### config.mk
export PLATFORM = sky130hd
export DESIGN_NAME = seg_display_sched
export DESIGN_NICKNAME = d
export VERILOG_FILES = /design/src/rtl/seg_pkg.sv /design/src/rtl/hex_seg_decode.sv /design/src/rtl/seg_display_sched.sv
export SDC_FILE = /design/constraint.sdc
export NUM_CORES = 1
export LEC_CHECK = 0
export CAP_MARGIN = 20
export CORE_MARGIN = 4
export CORE_UTILIZATION = 58
export CTS_BUF_LIST = sky130_fd_sc_hd__clkbuf_4 sky130_fd_sc_hd__clkbuf_8
export CTS_CLUSTER_DIAMETER = 60
export DETAILED_ROUTE_END_ITERATION = 12
export PLACE_DENSITY = 0.94
export SYNTH_ARGS = -nofsm -noshare
export SYNTH_HDL_FRONTEND = slang
export SYNTH_HIERARCHICAL = 1
export SYNTH_SLANG_ARGS = --single-unit
### constraint.sdc
create_clock -name CLK -period 5.9 [get_ports CLK]
set_input_delay 1.18 -clock CLK [delete_from_list [all_inputs] [get_ports CLK]]
set_output_delay 1.18 -clock CLK [all_outputs]
set_load 0.05 [all_outputs]
### src/rtl/seg_pkg.sv
// Shared types and constants for the multiplexed seven-segment display scheduler.
// Segment patterns are active-low, bit 0 = segment a, bit 6 = segment g.
package seg_pkg;

    typedef enum logic [1:0] {
        ST_IDLE = 2'd0,
        ST_OWN0 = 2'd1,
        ST_OWN1 = 2'd2
    } state_t;

    localparam logic [6:0] SEG_TABLE [16] = '{
        7'b1000000, 7'b1111001, 7'b0100100, 7'b0110000,
        7'b0011001, 7'b0010010, 7'b0000010, 7'b1111000,
        7'b0000000, 7'b0010000, 7'b0001000, 7'b0000011,
        7'b1000110, 7'b0100001, 7'b0000110, 7'b0001110
    };

    localparam logic [6:0] SEG_BLANK = 7'b1111111;
    localparam logic [3:0] DIG_OFF   = 4'b1111;

    function automatic state_t own_state(input logic owner);
        return owner ? ST_OWN1 : ST_OWN0;
    endfunction

endpackage

### src/rtl/hex_seg_decode.sv
// Combinational hex nibble to active-low seven-segment pattern.
module hex_seg_decode
    import seg_pkg::*;
(
    input  logic [3:0] i_nibble,
    output logic [6:0] o_seg
);

    assign o_seg = SEG_TABLE[i_nibble];

endmodule

### src/rtl/seg_display_sched.sv
// Two-requester arbiter for a 4-digit multiplexed seven-segment display: the owner's
// digits are scanned one per tick and ownership only moves at frame boundaries.
module seg_display_sched
    import seg_pkg::*;
#(
    parameter int TICK_DIV    = 50000,
    parameter int HOLD_FRAMES = 4
) (
    input  logic        CLK,
    input  logic        RST,
    input  logic [1:0]  REQ,
    input  logic [15:0] DATA0,
    input  logic [15:0] DATA1,
    output logic [1:0]  GNT,
    output logic [6:0]  SevOut,
    output logic [3:0]  Dig
);

    localparam int TW = $clog2(TICK_DIV);
    localparam int FW = $clog2(HOLD_FRAMES + 1);
    localparam logic [TW-1:0] TICK_MAX  = TW'(TICK_DIV - 1);
    localparam logic [FW-1:0] FRAME_MAX = FW'(HOLD_FRAMES);

    state_t          r_state;
    logic [TW-1:0]   r_tick_cnt;
    logic [1:0]      r_idx;
    logic [FW-1:0]   r_frame_cnt;
    logic            r_rr;

    state_t          w_nxt_state;
    logic [1:0]      w_nxt_idx;
    logic [FW-1:0]   w_nxt_frame;
    logic            w_nxt_rr;
    logic            w_tick;
    logic            w_own;
    logic [FW-1:0]   w_frames_done;
    logic [15:0]     w_data;
    logic [3:0]      w_nibble;
    logic [6:0]      w_seg;

    assign w_tick = (r_tick_cnt == TICK_MAX);
    assign w_own  = (r_state == ST_OWN1);
    // Frames completed including the one ending at this boundary.
    assign w_frames_done = (r_frame_cnt == FRAME_MAX) ? FRAME_MAX : r_frame_cnt + 1'b1;

    // NOTE: every signal gets a default first so no path leaves it unassigned (no latch).
    always_comb begin
        w_nxt_state = r_state;
        w_nxt_idx   = r_idx;
        w_nxt_frame = r_frame_cnt;
        w_nxt_rr    = r_rr;
        if (w_tick) begin
            case (r_state)
                ST_IDLE: begin
                    if (REQ != 2'b00) begin
                        w_nxt_state = own_state((REQ == 2'b11) ? r_rr : REQ[1]);
                        w_nxt_rr    = ~((REQ == 2'b11) ? r_rr : REQ[1]);
                    end
                end
                ST_OWN0, ST_OWN1: begin
                    if (r_idx != 2'd3) begin
                        w_nxt_idx = r_idx + 2'd1;
                    end else if (!REQ[w_own] || (REQ[~w_own] && w_frames_done >= FRAME_MAX)) begin
                        w_nxt_idx   = 2'd0;
                        w_nxt_frame = '0;
                        if (REQ[~w_own]) begin
                            w_nxt_state = own_state(~w_own);
                            w_nxt_rr    = w_own;
                        end else begin
                            w_nxt_state = ST_IDLE;
                        end
                    end else begin
                        w_nxt_idx   = 2'd0;
                        w_nxt_frame = w_frames_done;
                    end
                end
                default: begin
                    w_nxt_state = ST_IDLE;
                    w_nxt_idx   = 2'd0;
                    w_nxt_frame = '0;
                end
            endcase
        end
    end

    // Outputs are registered from the next state, so the decode looks ahead one edge.
    assign w_data   = (w_nxt_state == ST_OWN1) ? DATA1 : DATA0;
    assign w_nibble = w_data[{w_nxt_idx, 2'b00} +: 4];

    hex_seg_decode u_decode (
        .i_nibble (w_nibble),
        .o_seg    (w_seg)
    );

    // NOTE: sequential state uses non-blocking assignments only, so every register sees pre-edge values.
    always_ff @(posedge CLK or posedge RST) begin
        if (RST) begin
            r_state     <= ST_IDLE;
            r_tick_cnt  <= '0;
            r_idx       <= 2'd0;
            r_frame_cnt <= '0;
            r_rr        <= 1'b0;
            GNT         <= 2'b00;
            Dig         <= DIG_OFF;
            SevOut      <= SEG_BLANK;
        end else begin
            r_tick_cnt  <= w_tick ? '0 : r_tick_cnt + 1'b1;
            r_state     <= w_nxt_state;
            r_idx       <= w_nxt_idx;
            r_frame_cnt <= w_nxt_frame;
            r_rr        <= w_nxt_rr;
            case (w_nxt_state)
                ST_OWN0: GNT <= 2'b01;
                ST_OWN1: GNT <= 2'b10;
                default: GNT <= 2'b00;
            endcase
            if (w_nxt_state == ST_IDLE) begin
                Dig    <= DIG_OFF;
                SevOut <= SEG_BLANK;
            end else begin
                Dig    <= ~(4'b0001 << w_nxt_idx);
                SevOut <= w_seg;
            end
        end
    end

endmodule
* Yosys cells after proc, flatten, opt, wreduce, memory -nomap -nowiden
Memory sizes are Yosys's and may differ from the RTL's.
Cells that the tools add are included.
** Operators by class
- Muxes and demuxes :: 32
- Bitwise logic cells :: 5
- Shift operators :: 2
- $lt $le $gt $ge :: 4
- Equality and inequality tests :: 12
- Add/subtract/negate cells :: 3
- Reduce and logical (&&, ||, !) cells :: 10
** Operators by type and width (count)
- 2-to-1 mux 16 bit :: 2
- 2-to-1 mux 7 bit :: 3
- 2-to-1 mux 2 bit :: 9
- adder 16 x 1 -> 16 bit (second input constant) :: 1
- equality test 16 bit (second input constant) :: 1
- variable part select 16 x 5 -> 4 bit :: 1
- one-hot mux 2 bit (2 select lines) :: 3
- inequality test 2 bit (second input constant) :: 5
- 2-to-1 mux 1 bit :: 9
- 2-to-1 mux 3 bit :: 3
- equality test 2 bit (second input constant) :: 3
- one-hot mux 3 bit (2 select lines) :: 1
- AND reduction 6 bit :: 1
- >= comparator 5 bit (second input constant) :: 1
- NOT 4 -> 5 bit :: 1
- equality test 2 x 1 -> 1 bit (second input constant) :: 2
- zero test 2 bit :: 2
- < comparator 1 x 2 -> 1 bit (second input constant) :: 2
- 2-to-1 mux 4 bit :: 1
- NOT 4 bit :: 1
- nonzero test 2 bit :: 2
- left shift 1 x 2 -> 4 bit (first input constant) :: 1
- adder 3 x 1 -> 3 bit (second input constant) :: 1
- equality test 3 bit (second input constant) :: 1
- other kinds (9) :: 11
** Storage, ports and cells
- Bits of input ports :: 36
- ROM bits :: 112
- Register bits :: 37
- Memories :: 1
** Memory list
- (name not given) :: words 16, bits a word 7, read ports 1, clocked after Yosys merged registers in 0, write ports 0, RTL line hex_seg_decode.sv:9 : assign o_seg = SEG_TABLE[i_nibble];

* Longest topological paths before layout
- Depth in word-level cells :: 18
- Gate-level depth with buffers :: 16
- Gate-level depth less buffers :: 15

* Modules after synthesis
The synthesis kept the hierarchy.
** By module, submodules not included
- seg_display_sched :: sequential area each 939.7 um^2, times used 1, area each 2223.4 um^2, cells an instance 214
- hex_seg_decode :: sequential area each 0.0 um^2, times used 1, area each 247.7 um^2, cells an instance 35

* Worst setup path after synthesis
Ideal clock, no wire load.
- Path type :: input to register
- From :: input REQ[0]
- To :: register SevOut[3]
- Path buffers :: 2
- Stages on the path :: 14
- Arrival time :: 3.886 ns
- Path slack :: 1.926 ns
- Setup time :: 0.088 ns
- Cells stage by stage :: clkbuf_1 or3b_2 o2111a_1 a31oi_1 a21oi_1 a31o_2 buf_2 mux2i_1 mux2_2 ha_1 or2_2 a21oi_1 a31oi_1 nand2b_1
** On the way
- Longest elaborated chain between the ends :: 16
- Elaborated cells on any way between the ends :: 26
- Those cells by class :: eq/ne: 2; shift: 1; mux: 16; bitwise: 1; reduce/logical: 5; memory: 1
** RTL lines
- from (decl) :: RTL line seg_display_sched.sv:11 : input logic [1:0] REQ,
- 2-to-1 mux 1 bit (on tied branches) (2 in a row) :: RTL line seg_display_sched.sv:63, seg_display_sched.sv:66
- zero test 1 bit or logical AND 1 bit (tied branches) :: RTL line seg_display_sched.sv:63 : end else if (!REQ[w_own] || (REQ[~w_own] && w_frames_done >= FRAME_MAX)) begin
- logical OR 1 bit :: RTL line seg_display_sched.sv:63
- 2-to-1 mux 2 bit :: RTL line seg_display_sched.sv:63
- 2-to-1 mux 2 bit :: RTL line seg_display_sched.sv:61 : if (r_idx != 2'd3) begin
- one-hot mux 2 bit (2 select lines) (*) :: RTL line seg_display_sched.sv:53 : case (r_state)
- 2-to-1 mux 2 bit (*) :: RTL line seg_display_sched.sv:52 : if (w_tick) begin
- equality test 2 bit (*) :: RTL line seg_display_sched.sv:87 : assign w_data = (w_nxt_state == ST_OWN1) ? DATA1 : DATA0;
- 2-to-1 mux 16 bit (*) :: RTL line seg_display_sched.sv:87
- variable part select 16 x 5 -> 4 bit (*) :: RTL line seg_display_sched.sv:88 : assign w_nibble = w_data[{w_nxt_idx, 2'b00} +: 4];
- named net w_nibble[0] :: RTL line seg_display_sched.sv:38 : logic [3:0] w_nibble;
- NOT 4 -> 5 bit (not written as such) (*) :: RTL line hex_seg_decode.sv:9
- memory (16 x 7 bit) (*)
- 2-to-1 mux 7 bit (not written as such) (*) (2 in a row) :: RTL line hex_seg_decode.sv:9
- named net w_seg[3] :: RTL line seg_display_sched.sv:39 : logic [6:0] w_seg;
- 2-to-1 mux 7 bit (*) :: RTL line seg_display_sched.sv:117 : if (w_nxt_state == ST_IDLE) begin
- to (signal assigned) :: RTL line seg_display_sched.sv:122 : SevOut <= w_seg;
- to (decl) :: RTL line seg_display_sched.sv:15 : output logic [6:0] SevOut,
The timed path passes the listed nets; every way through them passes the cells marked *. The select of a mux whose other input is x is not followed.
A chain may end at the register's enable or synchronous reset.

* Worst setup path after layout
Ends and elaborated chain as after synthesis.

==> reports/results.ini <==
[final_layout]
final_area_um2=3060
antennaDiodeCount=0
drive_above_1_share_pct=13.2
fin_nets=345
area_delta_synth_final_pct=23.7

[power]
leakage_nw=1.28
p_int_uw=406
p_sw_share_pct=24.0
power.density_nw_per_um2=175
p_clk_share_pct=36.1
peakVddDrop_mv=0.0811
pwr-share-seq_pct=49.0
power.switching_uw=128
comb_power_share_pct=14.9

[yosys]
avgSynthCellArea_um2=9.92
synth_cell_types=50
synth_xor_area_share_pct=4.61
postSynth.asyncResetShare_pct=100
ys_ff_latch=37
synth_mux_area_share_pct=13.7
synth_fa_ha_area_share_pct=7.09
syn_area_um2=2470
synthSimpleGateAreaFrac_pct=18.8
ys.flop_type=dfrtp_1
synthCells=249
synth_top_family_by_area=simple AND/OR/NAND/NOR gates
yosys_warnings=6
synth_compound_area_share_pct=12.9
synth_nets=299
ys_seq_area_share_pct=38.0
synth-edff-count=0

[sta]
tightest_slew_ps=930
fin_worst_skew_ps=5.03
drv_slew=0
hold_viol=0
final-setup-viol-count=0
finalCritPeriodShare_pct=72.0
rsz0062_at_grt=no
fmax_mhz=235
period_minus_slack_ps=4250
slew_headroom_pct=37.7
setup_tns_ps=0

[clock_tree]
htreeDepth=2
worstSkewPairLatency_ps=280
cts_hold_buf=0
cts.reportedPaths.clkPinSlew_ps=70
tritoncts=built
postCtsSetupBuffers=0
cts_buffers=5
cts_resized=0
ctsRootBufferMaster=clkbuf_8
clock-sinks=37
ctsLongestPathBuffers=2

[setup_path]
worstSetupStartpoint=REQ[0]
path_max_fanout=10
rr_startpoint=r_tick_cnt[7]
cp.required_ps=6080
crit_path_end_kind=register
worstPathArrival_ps=4430
crit_path_start_kind=input pin
path_class=in -> reg

[global_route]
grt_pass1_vias=2065
overflow=0
antenna_found_initial=0
grt_first_pass_wirelength_um=9100
grt_usage_pct=21.7
grt_max_degree=38

[route]
wl_per_cell_um=14.9
drt_first_pass_iters=7
drt-total-wl_um=5160
drc_errors=0
vias_per_cell=5.82
drtIter0Drc=114
ant_nets=0
vias=2014

[floorplanning]
dieArea_um2=5370
initial_core_util_pct=60.9
num_rows=23
core_um2=4060
die_x_um=73.3
die_h_um=73.3
io_pins=49

[status]
status=finished clean

[placement]
placed_area_um2=2960
port-buffer-count=48
place_hpwl_um=4000
gp_congestion=0.935

[worst_hold_path]
holdCritPathClass=reg -> reg
min-delay-start=r_tick_cnt[0]

[flow_run]
cap_violations=0

final timing paths:
| check | end | slack, ps | depth (start not counted) |
|---|---|---|---|
| max | SevOut[3] | 1650 | 14 |
| min | r_tick_cnt[0] | 470 | 1 |
| max reg2reg | SevOut[3] | 2220 | 12 |
| min reg2reg | r_tick_cnt[0] | 470 | 1 |
| max in group asynchronous | SevOut[5] | 4260 | 3 |
| min in group asynchronous | r_tick_cnt[13] | 1300 | 3 |
layout make-up:
type                       count  area (um2)
sequential                    37         940
fill                         259        1000
clock inverter                 1        5.00
timing repair buffer          50         495
inverter                      12        45.0
clock buffer                   7        96.3
multi-input combinational    189        1410
tap                           50        62.6
critical path, stage by stage:
cell and delay, ps:
clkdlybuf4s50_1 630, or3b_2 470, o2111a_1 150, a31oi_1 180, a21oi_1 120, a31o_2 340, mux2i_1 180, mux2_2 230
inv_1 110, ha_1 200, or2_2 280, a21oi_1 150, a31oi_1 50, nand2b_1 150
metrics by stage:
stage | hold slack, ps | worst slack (ps) | power (mW) | instances | utilization [%]
6_report | 466 | 1650 | 0.534 | 346 | 75.3
5_1_grt | 524 | 1410 | 0.554 | 346 | 75.3
4_1_cts | 471 | 1680 | 0.538 | 346 | 75.3
3_5_place_dp | 461 | 1390 | 0.347 | 338 | 72.8
3_3_place_gp | 446 | 1500 | 0.345 | 338 | 72.8
2_1_floorplan | 425 | 1930 | 0.310 | 249 | -
sequential cells by signal (all words and copies together), names as in the netlist:
signal and flops:
SevOut 7, r_frame_cnt 3, r_state 2, Dig 4, r_tick_cnt 16, r_idx 2, r_rr 1, GNT 2
cells in the mapped netlist (2+ instances only):
cell	n	area share [%]
a21oi_1	8	1.6
a31oi_1	3	0.76
and2_1	4	1.0
and3_1	6	1.5
buf_2	2	0.41
buf_6	4	1.8
clkbuf_1	5	0.76
dfrtp_1	26	26
dfstp_2	11	12
ha_1	14	7.1
inv_1	12	1.8
mux2_2	7	3.2
mux2i_1	26	11
nand2_1	18	2.7
nand2b_1	9	2.3
nand3_1	13	2.6
nand3b_1	2	0.61
nand4_1	2	0.51
nand4bb_1	2	0.91
nor2_1	11	1.7
nor2b_1	4	1.0
nor3_1	2	0.41
o2111ai_1	3	1.1
o211ai_1	4	1.2
o21ai_0	11	2.2
o21ai_1	2	0.41
o21ai_4	2	1.3
o22ai_1	3	0.76
xnor2_1	4	1.4
xor2_1	9	3.2
cells by family after synthesis:
kind of cell,after synthesis
AO/OA/AOI/OAI,46
XOR/XNOR,13
adder cells (fa/ha/maj),14
buffers and inverters,23
flip-flops,37
multiplexers,33
AND/OR/NAND/NOR,83
routing by layer:
metal	track usage, %	routed length [um]
met5	0	0
met1	25.5	2140
met2	38.5	2660
met3	5.88	321
met4	5.94	46
power groups by stage:
| stage | logic (mW) | registers (mW) | clock network (mW) |
|---|---|---|---|
| finish | 0.0796 | 0.262 | 0.193 |
| global route | 0.0861 | 0.262 | 0.206 |
| CTS | 0.0804 | 0.262 | 0.196 |
| detailed placement | 0.0801 | 0.266 | 0 |
| global placement | 0.0786 | 0.266 | 0 |
| floorplan | 0.0280 | 0.282 | 0 |
cell usage in the layout (no fill, tap or decap), drive strengths merged, types with 2 or more instances in the layout:
cell / n
dfstp: 11
nand3: 13
a31oi: 3
o22ai: 3
dfrtp: 26
nand2b: 9
nor3: 2
o21ai: 15
mux2i: 26
o2111ai: 3
xor2: 9
buf: 2
nand2: 19
ha: 14
and3: 6
nor2b: 4
inv: 12
o211ai: 4
nand4bb: 2
nand3b: 2
xnor2: 4
and2: 4
clkdlybuf4s50: 48
nor4: 2
mux2: 7
nand4: 2
a21oi: 8
nor2: 11
clkbuf: 7
Note: power is estimated with default switching activity, not from simulation.
